[config.mk]
export PLATFORM = sky130hd
export DESIGN_NAME = prog_mem_loader_flat
export DESIGN_NICKNAME = d
export VERILOG_FILES = /design/src/rtl/prog_mem_loader_if.sv /design/src/rtl/prog_mem_loader.sv /design/src/flat_wrapper.sv
export SDC_FILE = /design/constraint.sdc
export NUM_CORES = 1
export LEC_CHECK = 0
export CORE_MARGIN = 2
export CORE_UTILIZATION = 45
export CTS_CLUSTER_SIZE = 25
export DETAILED_ROUTE_END_ITERATION = 10
export DONT_BUFFER_PORTS = 1
export PLACE_DENSITY = 0.72
export SKIP_LAST_GASP = 1
export SYNTH_ARGS = -nofsm -noshare
export SYNTH_HDL_FRONTEND = slang
export SYNTH_SLANG_ARGS = --single-unit
[constraint.sdc]
create_clock -name clk -period 5.6 [get_ports clk]
set_input_delay 1.12 -clock clk [delete_from_list [all_inputs] [get_ports clk]]
set_output_delay 1.12 -clock clk [all_outputs]
set_load 0.005 [all_outputs]
[src/rtl/prog_mem_loader_if.sv]
// Byte-stream and memory-port bundle for prog_mem_loader.
// master = loader side, slave = byte source plus memory side.
interface prog_mem_loader_if #(
  parameter int ADDR_BUS_WIDTH = 14
);
  logic                      s_valid;
  logic                      s_ready;
  logic [7:0]                s_data;
  logic [ADDR_BUS_WIDTH-1:0] mem_a;
  logic [15:0]               mem_d;
  logic [15:0]               mem_q;
  logic                      mem_we;
  logic                      mem_re;

  modport master (
    input  s_valid, s_data, mem_q,
    output s_ready, mem_a, mem_d, mem_we, mem_re
  );

  modport slave (
    output s_valid, s_data, mem_q,
    input  s_ready, mem_a, mem_d, mem_we, mem_re
  );
endinterface

[src/rtl/prog_mem_loader.sv]
// Assembles little-endian byte pairs into 16-bit words, writes them to consecutive
// addresses and validates the image with a trailing checksum byte.
// Define PROG_MEM_LOADER_VERIFY_EN to add a read-back compare after each write.
module prog_mem_loader #(
  parameter int ADDR_BUS_WIDTH = 14,
  parameter int CNT_WIDTH      = 15
) (
  input  logic                      clk,
  input  logic                      rst_n,
  input  logic                      start,
  input  logic                      abort,
  input  logic [ADDR_BUS_WIDTH-1:0] base_addr,
  input  logic [CNT_WIDTH-1:0]      word_count,
  output logic                      busy,
  output logic                      done,
  output logic                      error,
  prog_mem_loader_if.master         bus
);
  typedef enum logic [3:0] {
    S_IDLE, S_LO, S_HI, S_WR, S_RD, S_CMP, S_CSUM, S_DONE, S_ERR
  } state_t;

  state_t                    state_q, state_d;
  logic [ADDR_BUS_WIDTH-1:0] base_q, base_d;
  logic [CNT_WIDTH-1:0]      count_q, count_d;
  logic [CNT_WIDTH-1:0]      index_q, index_d;
  logic [7:0]                sum_q, sum_d;
  logic [7:0]                lo_q, lo_d;
  logic [ADDR_BUS_WIDTH-1:0] mem_a_q, mem_a_d;
  logic [15:0]               mem_d_q, mem_d_d;
  logic                      error_q, error_d;

  logic       s_ready, mem_we, mem_re, xfer;
  logic [7:0] sum_nxt;

  assign xfer    = bus.s_valid & s_ready;
  assign sum_nxt = sum_q + bus.s_data;

  always_comb begin
    state_d = state_q;
    base_d  = base_q;
    count_d = count_q;
    index_d = index_q;
    sum_d   = sum_q;
    lo_d    = lo_q;
    mem_a_d = mem_a_q;
    mem_d_d = mem_d_q;
    error_d = error_q;
    s_ready = 1'b0;
    mem_we  = 1'b0;
    mem_re  = 1'b0;
    busy    = 1'b0;
    done    = 1'b0;
    case (state_q)
      S_IDLE: if (start) begin
        base_d  = base_addr;
        count_d = word_count;
        index_d = '0;
        sum_d   = '0;
        error_d = 1'b0;
        state_d = (word_count == '0) ? S_CSUM : S_LO;
      end
      S_LO: begin
        busy    = 1'b1;
        s_ready = 1'b1;
        if (xfer) begin
          lo_d    = bus.s_data;
          sum_d   = sum_nxt;
          state_d = S_HI;
        end
      end
      S_HI: begin
        busy    = 1'b1;
        s_ready = 1'b1;
        // Address and data are registered here so they are stable through WR/RD.
        if (xfer) begin
          mem_d_d = {bus.s_data, lo_q};
          mem_a_d = base_q + index_q[ADDR_BUS_WIDTH-1:0];
          sum_d   = sum_nxt;
          state_d = S_WR;
        end
      end
      S_WR: begin
        busy    = 1'b1;
        mem_we  = 1'b1;
        index_d = index_q + CNT_WIDTH'(1);
`ifdef PROG_MEM_LOADER_VERIFY_EN
        state_d = S_RD;
`else
        state_d = (index_d == count_q) ? S_CSUM : S_LO;
`endif
      end
`ifdef PROG_MEM_LOADER_VERIFY_EN
      S_RD: begin
        busy    = 1'b1;
        mem_re  = 1'b1;
        state_d = S_CMP;
      end
      S_CMP: begin
        busy = 1'b1;
        if (bus.mem_q != mem_d_q) state_d = S_ERR;
        else                      state_d = (index_q == count_q) ? S_CSUM : S_LO;
      end
`endif
      S_CSUM: begin
        busy    = 1'b1;
        s_ready = 1'b1;
        if (xfer) state_d = (sum_nxt == 8'h00) ? S_DONE : S_ERR;
      end
      S_DONE: begin
        done    = 1'b1;
        state_d = S_IDLE;
      end
      S_ERR:   state_d = S_IDLE;
      default: state_d = S_IDLE;
    endcase
    // Abort overrides any in-flight decision; a write strobed this cycle still lands.
    if (abort && busy) state_d = S_ERR;
    if (state_d == S_ERR) error_d = 1'b1;
  end

  always_ff @(posedge clk or negedge rst_n) begin
    if (!rst_n) begin
      state_q <= S_IDLE;
      base_q  <= '0;
      count_q <= '0;
      index_q <= '0;
      sum_q   <= '0;
      lo_q    <= '0;
      mem_a_q <= '0;
      mem_d_q <= '0;
      error_q <= 1'b0;
    end else begin
      state_q <= state_d;
      base_q  <= base_d;
      count_q <= count_d;
      index_q <= index_d;
      sum_q   <= sum_d;
      lo_q    <= lo_d;
      mem_a_q <= mem_a_d;
      mem_d_q <= mem_d_d;
      error_q <= error_d;
    end
  end

  assign bus.s_ready = s_ready;
  assign bus.mem_we  = mem_we;
  assign bus.mem_re  = mem_re;
  assign bus.mem_a   = mem_a_q;
  assign bus.mem_d   = mem_d_q;
  assign error       = error_q;
endmodule

[src/flat_wrapper.sv]
// flat-port wrapper written by rule: the top's interface ports become plain ports
module prog_mem_loader_flat 
#(
  parameter int ADDR_BUS_WIDTH = 14,
  parameter int CNT_WIDTH      = 15
)
  (clk, rst_n, start, abort, base_addr, word_count, busy, done, error, bus_s_valid, bus_s_data, bus_mem_q, bus_s_ready, bus_mem_a, bus_mem_d, bus_mem_we, bus_mem_re);
  prog_mem_loader_if #(.ADDR_BUS_WIDTH(ADDR_BUS_WIDTH)) bus_i ();
  input  logic clk;
  input  logic rst_n;
  input  logic start;
  input  logic abort;
  input  logic [ADDR_BUS_WIDTH-1:0] base_addr;
  input  logic [CNT_WIDTH-1:0] word_count;
  output logic busy;
  output logic done;
  output logic error;
  input wire logic [$bits(bus_i.s_valid)-1:0] bus_s_valid;
  input wire logic [$bits(bus_i.s_data)-1:0] bus_s_data;
  input wire logic [$bits(bus_i.mem_q)-1:0] bus_mem_q;
  output wire logic [$bits(bus_i.s_ready)-1:0] bus_s_ready;
  output wire logic [$bits(bus_i.mem_a)-1:0] bus_mem_a;
  output wire logic [$bits(bus_i.mem_d)-1:0] bus_mem_d;
  output wire logic [$bits(bus_i.mem_we)-1:0] bus_mem_we;
  output wire logic [$bits(bus_i.mem_re)-1:0] bus_mem_re;
  assign bus_i.s_valid = bus_s_valid;
  assign bus_i.s_data = bus_s_data;
  assign bus_i.mem_q = bus_mem_q;
  assign bus_s_ready = bus_i.s_ready;
  assign bus_mem_a = bus_i.mem_a;
  assign bus_mem_d = bus_i.mem_d;
  assign bus_mem_we = bus_i.mem_we;
  assign bus_mem_re = bus_i.mem_re;
  prog_mem_loader #(.ADDR_BUS_WIDTH(ADDR_BUS_WIDTH), .CNT_WIDTH(CNT_WIDTH)) u_core (.clk(clk), .rst_n(rst_n), .start(start), .abort(abort), .base_addr(base_addr), .word_count(word_count), .busy(busy), .done(done), .error(error), .bus(bus_i));
endmodule
* After elaboration in Yosys (flattened, before gate mapping)
Index checks and enable logic that the tools add are counted.
** Storage, ports and cells
- Register bits :: 95
- Input port bits :: 58
- Output and inout bits :: 36
- Word-level logic and storage cells :: 60
** Cells by class
- $add $sub $neg :: 3
- Equality and inequality tests :: 9
- Mux-type cells :: 21
- Bitwise gates (word level) :: 1
- Reduce and logical (&&, ||, !) cells :: 17
** Operators by type and width (count)
- case mux 15 bit (2 select lines) :: 1
- two-way mux 4 bit :: 6
- case mux 4 bit (5 select lines) :: 1
- two-way mux 8 bit :: 2
- case mux 8 bit (2 select lines) :: 1
- adder 15 x 1 -> 15 bit, second input constant :: 1
- == test 15 bit :: 1
- zero test 15 bit :: 1
- two-way mux 15 bit :: 1
- adder 14 bit :: 1
- AND reduction 2 bit :: 5
- adder 8 bit :: 1
- == test 4 x 2 -> 1 bit, second input constant :: 2
- == test 4 x 3 -> 1 bit, second input constant :: 2
- zero test 8 bit :: 1
- nonzero test 2 bit :: 4
- two-way mux 1 bit :: 7
- two-way mux 3 bit :: 2
- == test 4 x 1 -> 1 bit, second input constant :: 1
- == test 4 bit, second input constant :: 1
- zero test 4 bit :: 1
- OR reduction 4 bit :: 1
- AND reduction 3 bit :: 1
- OR reduction 3 bit :: 1
- 5 further kinds :: 5

* Longest topological paths before layout
Gate-level depths: netlist of the first run.
- Depth after elaboration :: 10
- Mapped depth :: 10
- Depth with buffers taken out :: 10

* Worst setup path after synthesis of the first run
No wires, ideal clock.
- Kind :: input -> register
- Start :: in bus_s_data[0]
- End :: reg u_core.error_q, in the netlist u_core.error
- Library setup time :: 0.126 ns
- Arrival time :: 2.859 ns
- Required time :: 5.474 ns
- Slack :: 2.615 ns
- Stages on the path :: 10
- Buffers on the path :: 0
- Cell sequence :: ha_1 inv_1 fa_1 nand2b_1 a21oi_1 a2111oi_0 nor3_1 and3_1 nor3_1 a221o_1
** On the way
- Word-level cells in the longest chain between the ends :: 9
** RTL lines
- from (decl) :: line flat_wrapper.sv:19 : input wire logic [$bits(bus_i.s_data)-1:0] bus_s_data;
- adder 8 bit (*) :: line prog_mem_loader.sv:37 : assign sum_nxt = sum_q + bus.s_data;
- zero test 8 bit (*) :: line prog_mem_loader.sv:108 : if (xfer) state_d = (sum_nxt == 8'h00) ? S_DONE : S_ERR;
- two-way mux 4 bit (*) (2 in series) :: line prog_mem_loader.sv:108
- case mux 4 bit (5 select lines) (*) :: line prog_mem_loader.sv:54 : case (state_q)
- two-way mux 4 bit (*) :: line prog_mem_loader.sv:118 : if (abort && busy) state_d = S_ERR;
- == test 4 bit (*) :: line prog_mem_loader.sv:119 : if (state_d == S_ERR) error_d = 1'b1;
- nonzero test 2 bit (no source line)
- AND reduction 2 bit (no source line)
- to (signal assigned) :: line prog_mem_loader.sv:142 : error_q <= error_d;
- to (decl) :: line prog_mem_loader.sv:31 : logic error_q, error_d;
Every way passes the cells marked *; elsewhere a longest branch is shown, timed or not.
A chain may end at the register's enable or synchronous reset.

* Worst setup path after layout of the first run
- Start :: reg u_core.state_q[3]
- End :: out bus_mem_we
** On the way
- Word-level cells in the longest chain between the ends :: 2
** RTL lines
- from (decl) :: line prog_mem_loader.sv:23 : state_t state_q, state_d;
- from (signal assigned) :: line prog_mem_loader.sv:134 : state_q <= state_d;
- == test 4 x 2 -> 1 bit :: line prog_mem_loader.sv:54
- two-way mux 1 bit :: line prog_mem_loader.sv:54
- to (decl) :: line flat_wrapper.sv:24 : output wire logic [$bits(bus_i.mem_we)-1:0] bus_mem_we;
Every way passes these cells.

==> impl_results.md, run 1 <==
- Run status: completed
- Max cap viols: 0
- CP Max Fanout: 22
- Die area: about 13000 um^2
- # setup viols final: 0
- Port-buffer cells: 0
- Simple-gate area share of the yosys netlist: 0.137
- Via density: around 5.6
- RePlAce Congestion: 0.875
- Hold-fix buffers, CTS: 0
- Worst path max stage delay: roughly 640 ps
- Final Hold Viols: 0
- Post-cts resize count: 0
- Peak VDD IR: around 0.18 mV
- TritonCTS Sinks: between 90 and 100
- Final HPWL DP: between 7000 and 8000 um
- Nets: approximately 580
- Row count: 39
- CP max stage cell: nand3_1
- Share of layout cells above drive strength 1: 0.154
- Commonest non-fill, non-tap cell in the layout: dfrtp_1
- Main flop type after synthesis: dfrtp_1
- XOR/XNOR Fraction of Synth Area: 0.0816
- Fill cells: around 1000
- Slew headroom: 0.362
- Crit path cell chain: nor2_1 > nand3_1 > inv_1
- Cell Area, Synth: between 5000 and 6000 um^2
- Total track usage: 0.178
- Layout Skew: roughly 5.3 ps
- Yosys warns: 0
- Count of final max-slew check failures: 0
- Sequential share of the synthesized area: 0.453
- Final period util: 0.598
- Vias in the first global route: 3635
- Num CTS Buffers: 9
- Worst-Margin Slew: 956 ps
- Synth Area in Compound Gates: 0.119
- Total vias in the final route: 3660
- Initial DRT Pass Iterations: 4
- Startpoint Class: flip-flop
- Chip Height: 112 um
- Ports: 94
- Initial antenna violation count: 0
- Worst Setup End Kind: primary output
- CP required: 4480 ps
- Hold slack: ~480 ps
- Fmax: between 0.2 and 0.3 GHz
- Max clock buf depth: 2
- HP Class: in2async
- Clk Tree Root Cell: clkbuf_16
- Initial Util: 0.459
- Asr flop ratio synth: 1.00
- # diodes: 0
- Synth Area in Adders: 0.0577
- Power density cells: 513 nW/um^2
- Distinct cell type count of the synthesized netlist: 55
- Residual DRC: 0
- First-pass GRT wire length: around 18000 um
- Static leakage: ~0.0024 uW
- Clock-pin slew on the worst setup and hold paths: about 60 ps
- Final Critical Period: approximately 3300 ps
- Multiplexer area fraction after synthesis: 0.116
- Post-Syn Instances: a little over 500
- RSZ-0062 raised after global routing: false
- Starting DRT DRC Count: 154
- Final antenna-violating net count: 0
- Inst Count DP: between 600 and 700
- Synth Register Bits: 95
- Core Region: roughly 11000 um^2
- Die W: 112 um
- Most frequent cells in the layout: 95 x dfrtp_1, 53 x mux2_2, 51 x nand2_1, 51 x o21ai_0, 35 x nor2_1
- Final WL: between 10000 and 15000 um
- Combinational family with the most area after synthesis: simple AND/OR/NAND/NOR gates
- Crit Path Category: reg2out
- Area Overhead vs Synth: 8.32%
- Arr. time, crit path: 2230 ps
- Setup_tns: 0 ps
- WL per Instance: approximately 16 um
- Fin cells: 650
- Syn_nets: between 500 and 600
- CTS tree: built
- H-tree Lvls: 3
- Largest net degree at the start of global routing: 96
- Post-CTS Setup Inserts: 0
- Total gr overflow: 0
- Avg Cell Area, Syn: approximately 10 um^2
- Number of synthesized flops with an enable pin: 0
- Worst-skew pair later-pin latency: ~340 ps
-- flip-flops by register name, indices dropped and copies added (netlist names) --
register,count
u_core.bus.mem_d,16
u_core.count_q,15
u_core.index_q,15
u_core.base_q,14
u_core.bus.mem_a,14
u_core.lo_q,8
u_core.sum_q,8
u_core.state_q,4
u_core.error,1
-- worst paths after layout --
check                           cells after the start                   end              start  slack (ps)
worst max register to register                      8     u_core.state_q[2]  u_core.index_q[0]        2780
min in group clk                                    2       u_core.sum_q[3]    u_core.sum_q[3]         490
worst min register to register                      2       u_core.sum_q[3]    u_core.sum_q[3]         490
worst max-delay path                                3            bus_mem_we  u_core.state_q[3]        2250
worst min-delay path                                0  u_core.bus.mem_d[14]              rst_n         480
max in group asynchronous                           0    u_core.index_q[11]              rst_n        5010
-- metal layers --
metal  up-vias  GRT usage  wire, um
met5         -          0         0
met1      1774      0.240      4840
li1       1787          -         -
met4         0     0.0634       196
met2        83      0.276      4910
met3        16     0.0517       702
-- kinds of logic after synthesis --
group,Yosys count
AND/OR/NAND/NOR,147
AO/OA/AOI/OAI,104
flip-flops,95
multiplexers,54
XOR/XNOR,48
buffers and inverters,42
adder cells (fa/ha/maj),23
other,1
-- layout make-up --
cell class,instances,area (um^2),share of cell area
clock buffers,10,229,0.0403
clock inverters,6,133,0.0233
inverters,18,67.6,0.0119
multi-input cells,377,2690,0.473
flip-flops and latches,95,2380,0.418
well taps,143,179,0.0315
repair buffers,1,7.51,0.00132
-- metrics by stage --
stage	power (uW)	worst slack (ps)	util	area (um^2)
final	2920	2250	0.498	5680
after global routing	3130	2010	0.498	5680
after CTS	2940	2240	0.498	5680
after detailed placement	2200	2330	0.466	5320
after global placement	2150	2370	0.466	5320
after floorplan	1990	2610	-	5250
-- cell usage after synthesis, types with 2 or more instances --
cell	number	share of area
buf_2	6	0.0057
nand3_1	11	0.010
a31oi_1	5	0.0060
inv_1	18	0.013
nor2_1	35	0.025
clkbuf_1	13	0.0093
fa_1	2	0.0076
nor2b_1	4	0.0048
o21a_1	4	0.0057
a21oi_1	16	0.015
o21bai_1	2	0.0029
nor3_2	2	0.0038
nor3_1	8	0.0076
nand2b_1	6	0.0072
o21ai_0	51	0.049
buf_4	3	0.0043
nor4_1	5	0.0060
xnor2_1	32	0.053
ha_1	21	0.050
nand2_1	51	0.036
a21o_1	3	0.0043
xor2_1	15	0.025
mux2_2	53	0.11
and2_1	2	0.0024
dfrtp_1	95	0.45
and3_1	3	0.0036
nand4_1	9	0.011
o31ai_1	12	0.017
-- report_power, final --
group	internal, uW	leakage [uW]	switching, uW	total, uW
combinational	504	0.00104	500	1000
clock	481	0.000173	250	731
sequential	970	0.00119	210	1180
-- critical path: cells and delay by family, from the launching register on --
| kind | cells | cell delay, ps |
|---|---|---|
| AND/OR/NAND/NOR | 2 | 900 |
| buffers and inverters | 1 | 570 |
| flip-flops | 1 | 420 |
No activity file was read; power rests on OpenSTA's default activity.
==> inputs of run 2 (changes only) <==
Clock period 5.6 ns to 3.5 ns, I/O delays scaled along.
==> run 2 against run 1 <==
  * Die area unchanged
  * Sequential share of layout area increased by 0.51 points
  * Highest routed layer unchanged
  * First-iteration DRC count increased by 95%
  * Hold slack got worse by 430 ps
  * Critical endpoint is now u_core.bus.mem_a[11]
  * Largest power group unchanged
==> impl_results.md, run 2 (synthesis results as in run 1) <==
- Starting DRT DRC Count: approximately 300
- Startpoint Class: flip-flop
- First-pass GRT wire length: between 15000 and 20000 um
- Worst path max stage delay: 570 ps
- CTS tree: built
- Final period util: 0.747
- WL per Instance: about 17 um
- Final antenna-violating net count: 0
- CP max stage cell: a2111oi_2
- Fmax: between 0.3 and 0.4 GHz
- Run status: completed
- Total vias in the final route: ~3700
- # diodes: 0
- Final WL: between 10000 and 15000 um
- Port-buffer cells: 0
- Arr. time, crit path: between 2000 and 3000 ps
- Area Overhead vs Synth: 7.01%
- Inst Count DP: about 640
- Total track usage: 0.186
- Commonest non-fill, non-tap cell in the layout: dfrtp_1
- CP delay by family, top: compound AO/OA/AOI/OAI gates
- HP Class: in2async
- Core Region: around 11000 um^2
- Vias in the first global route: 3801
- Static leakage: between 0.002 and 0.0025 uW
- Die W: ~110 um
- Num CTS Buffers: 9
- Initial antenna violation count: 0
- Worst-skew pair later-pin latency: ~340 ps
- Final HPWL DP: between 8000 and 9000 um
- Share of layout cells above drive strength 1: 0.152
- Initial Util: 0.459
- Nets: 585
- RSZ-0062 raised after global routing: false
- Initial DRT Pass Iterations: 5
- Largest register FFs: 16
- # setup viols final: 0
- Die area: between 10000 and 15000 um^2
- Crit Path Category: reg2reg
- H-tree Lvls: 3
- Layout Skew: about 7 ps
- CP Max Fanout: 4
- Final Critical Period: 2610 ps
- Slew headroom: 0.323
- Row count: 39
- RePlAce Congestion: 0.898
- CP required: around 3700 ps
- Max clock buf depth: 2
- Clk Tree Root Cell: clkbuf_16
- Chip Height: about 110 um
- Crit path top cell by count: a21o_1
- Final Hold Viols: 0
- Via density: around 5.7
- Worst-Margin Slew: between 1000 and 1500 ps
- Hold-fix buffers, CTS: 0
- Worst Setup End Kind: flip-flop
- TritonCTS Sinks: 95
- Ports: 94
- Largest net degree at the start of global routing: 96
- Residual DRC: 0
- Setup_tns: 0 ps
- Max cap viols: 0
- Crit path cell chain: ha_1 > a21o_1 > a21o_1 > a2111oi_2 > o211ai_1 > a21oi_1 > xnor2_1 > mux2_2
- Clock-pin slew on the worst setup and hold paths: ~60 ps
- Total gr overflow: 0
- Count of final max-slew check failures: 0
- Fin cells: roughly 650
- Critical path buffers and inverters: 0
- Peak VDD IR: 0.338 mV
- Most frequent cells in the layout: 95 x dfrtp_1, 53 x mux2_2, 51 x nand2_1, 51 x o21ai_0, 35 x nor2_1
- Post-CTS Setup Inserts: 0
- Power density cells: ~790 nW/um^2
- Post-cts resize count: 0
[run 2: cell count changes in the layout (fill, tap and decap cells not counted), sizes merged]
cell      change
clkbuf        +5
bufinv        -4
buf           +2
clkinv        -1
clkinvlp      -1
[run 2: per-stage QoR]
step                      instance area (um^2)  setup slack [ps]  utilization  hold slack, ps  total power (uW)
final                                     5610               886        0.492            47.2              4450
after global routing                      5610               762        0.492            37.5              4770
after CTS                                 5610               871        0.492            40.8              4480
after detailed placement                  5340               669        0.467             406              3540
after global placement                    5340               714        0.467             407              3430
after floorplan                           5250               935            -             404              3180
[run 2: path summary, 6_finish.rpt]
kind / to / cells past startpoint / slack [ps] / from
worst max register to register: u_core.bus.mem_a[11] / 8 / 890 / u_core.index_q[1]
worst min-delay path: u_core.lo_q[5] / 0 / 50 / rst_n
min in group clk: u_core.base_q[1] / 2 / 490 / base_addr[1]
worst max-delay path: u_core.bus.mem_a[11] / 8 / 890 / u_core.index_q[1]
max in group asynchronous: u_core.count_q[11] / 0 / 3300 / rst_n
worst min register to register: u_core.sum_q[2] / 2 / 490 / u_core.sum_q[2]
[run 2: layer usage]
| metal | global-route usage | share of wire | vias to the layer above | wire length (um) |
|---|---|---|---|---|
| met5 | 0 | 0 | - | 0 |
| met4 | 0.0642 | 0.019 | 0 | 208 |
| met3 | 0.0664 | 0.079 | 16 | 871 |
| met2 | 0.296 | 0.47 | 108 | 5230 |
| met1 | 0.237 | 0.43 | 1794 | 4760 |
| li1 | - | - | 1790 | - |
[run 2: area by class of cell]
type	count	area, um^2
Clock buffer	15	278
Fill cell	1043	5800
Inverter	18	67.6
Multi-Input combinational cell	377	2690
Sequential cell	95	2380
Tap cell	143	179
Timing Repair Buffer	3	22.5
[run 2: report_power, final]
group | switching [uW] | total (uW) | leakage, uW | internal (uW)
Combinational | 817 | 1630 | 0.00105 | 809
Sequential | 344 | 1900 | 0.00119 | 1550
Clock | 391 | 929 | 0.000136 | 537
Total | 1550 | 4450 | 0.00237 | 2900
[run 2: worst register-to-register path, stage by stage, from the launching register on]
cell	delay [ps]
dfrtp_1	450
ha_1	330
a21o_1	190
a21o_1	220
a2111oi_2	570
o211ai_1	170
a21oi_1	190
xnor2_1	110
mux2_2	270
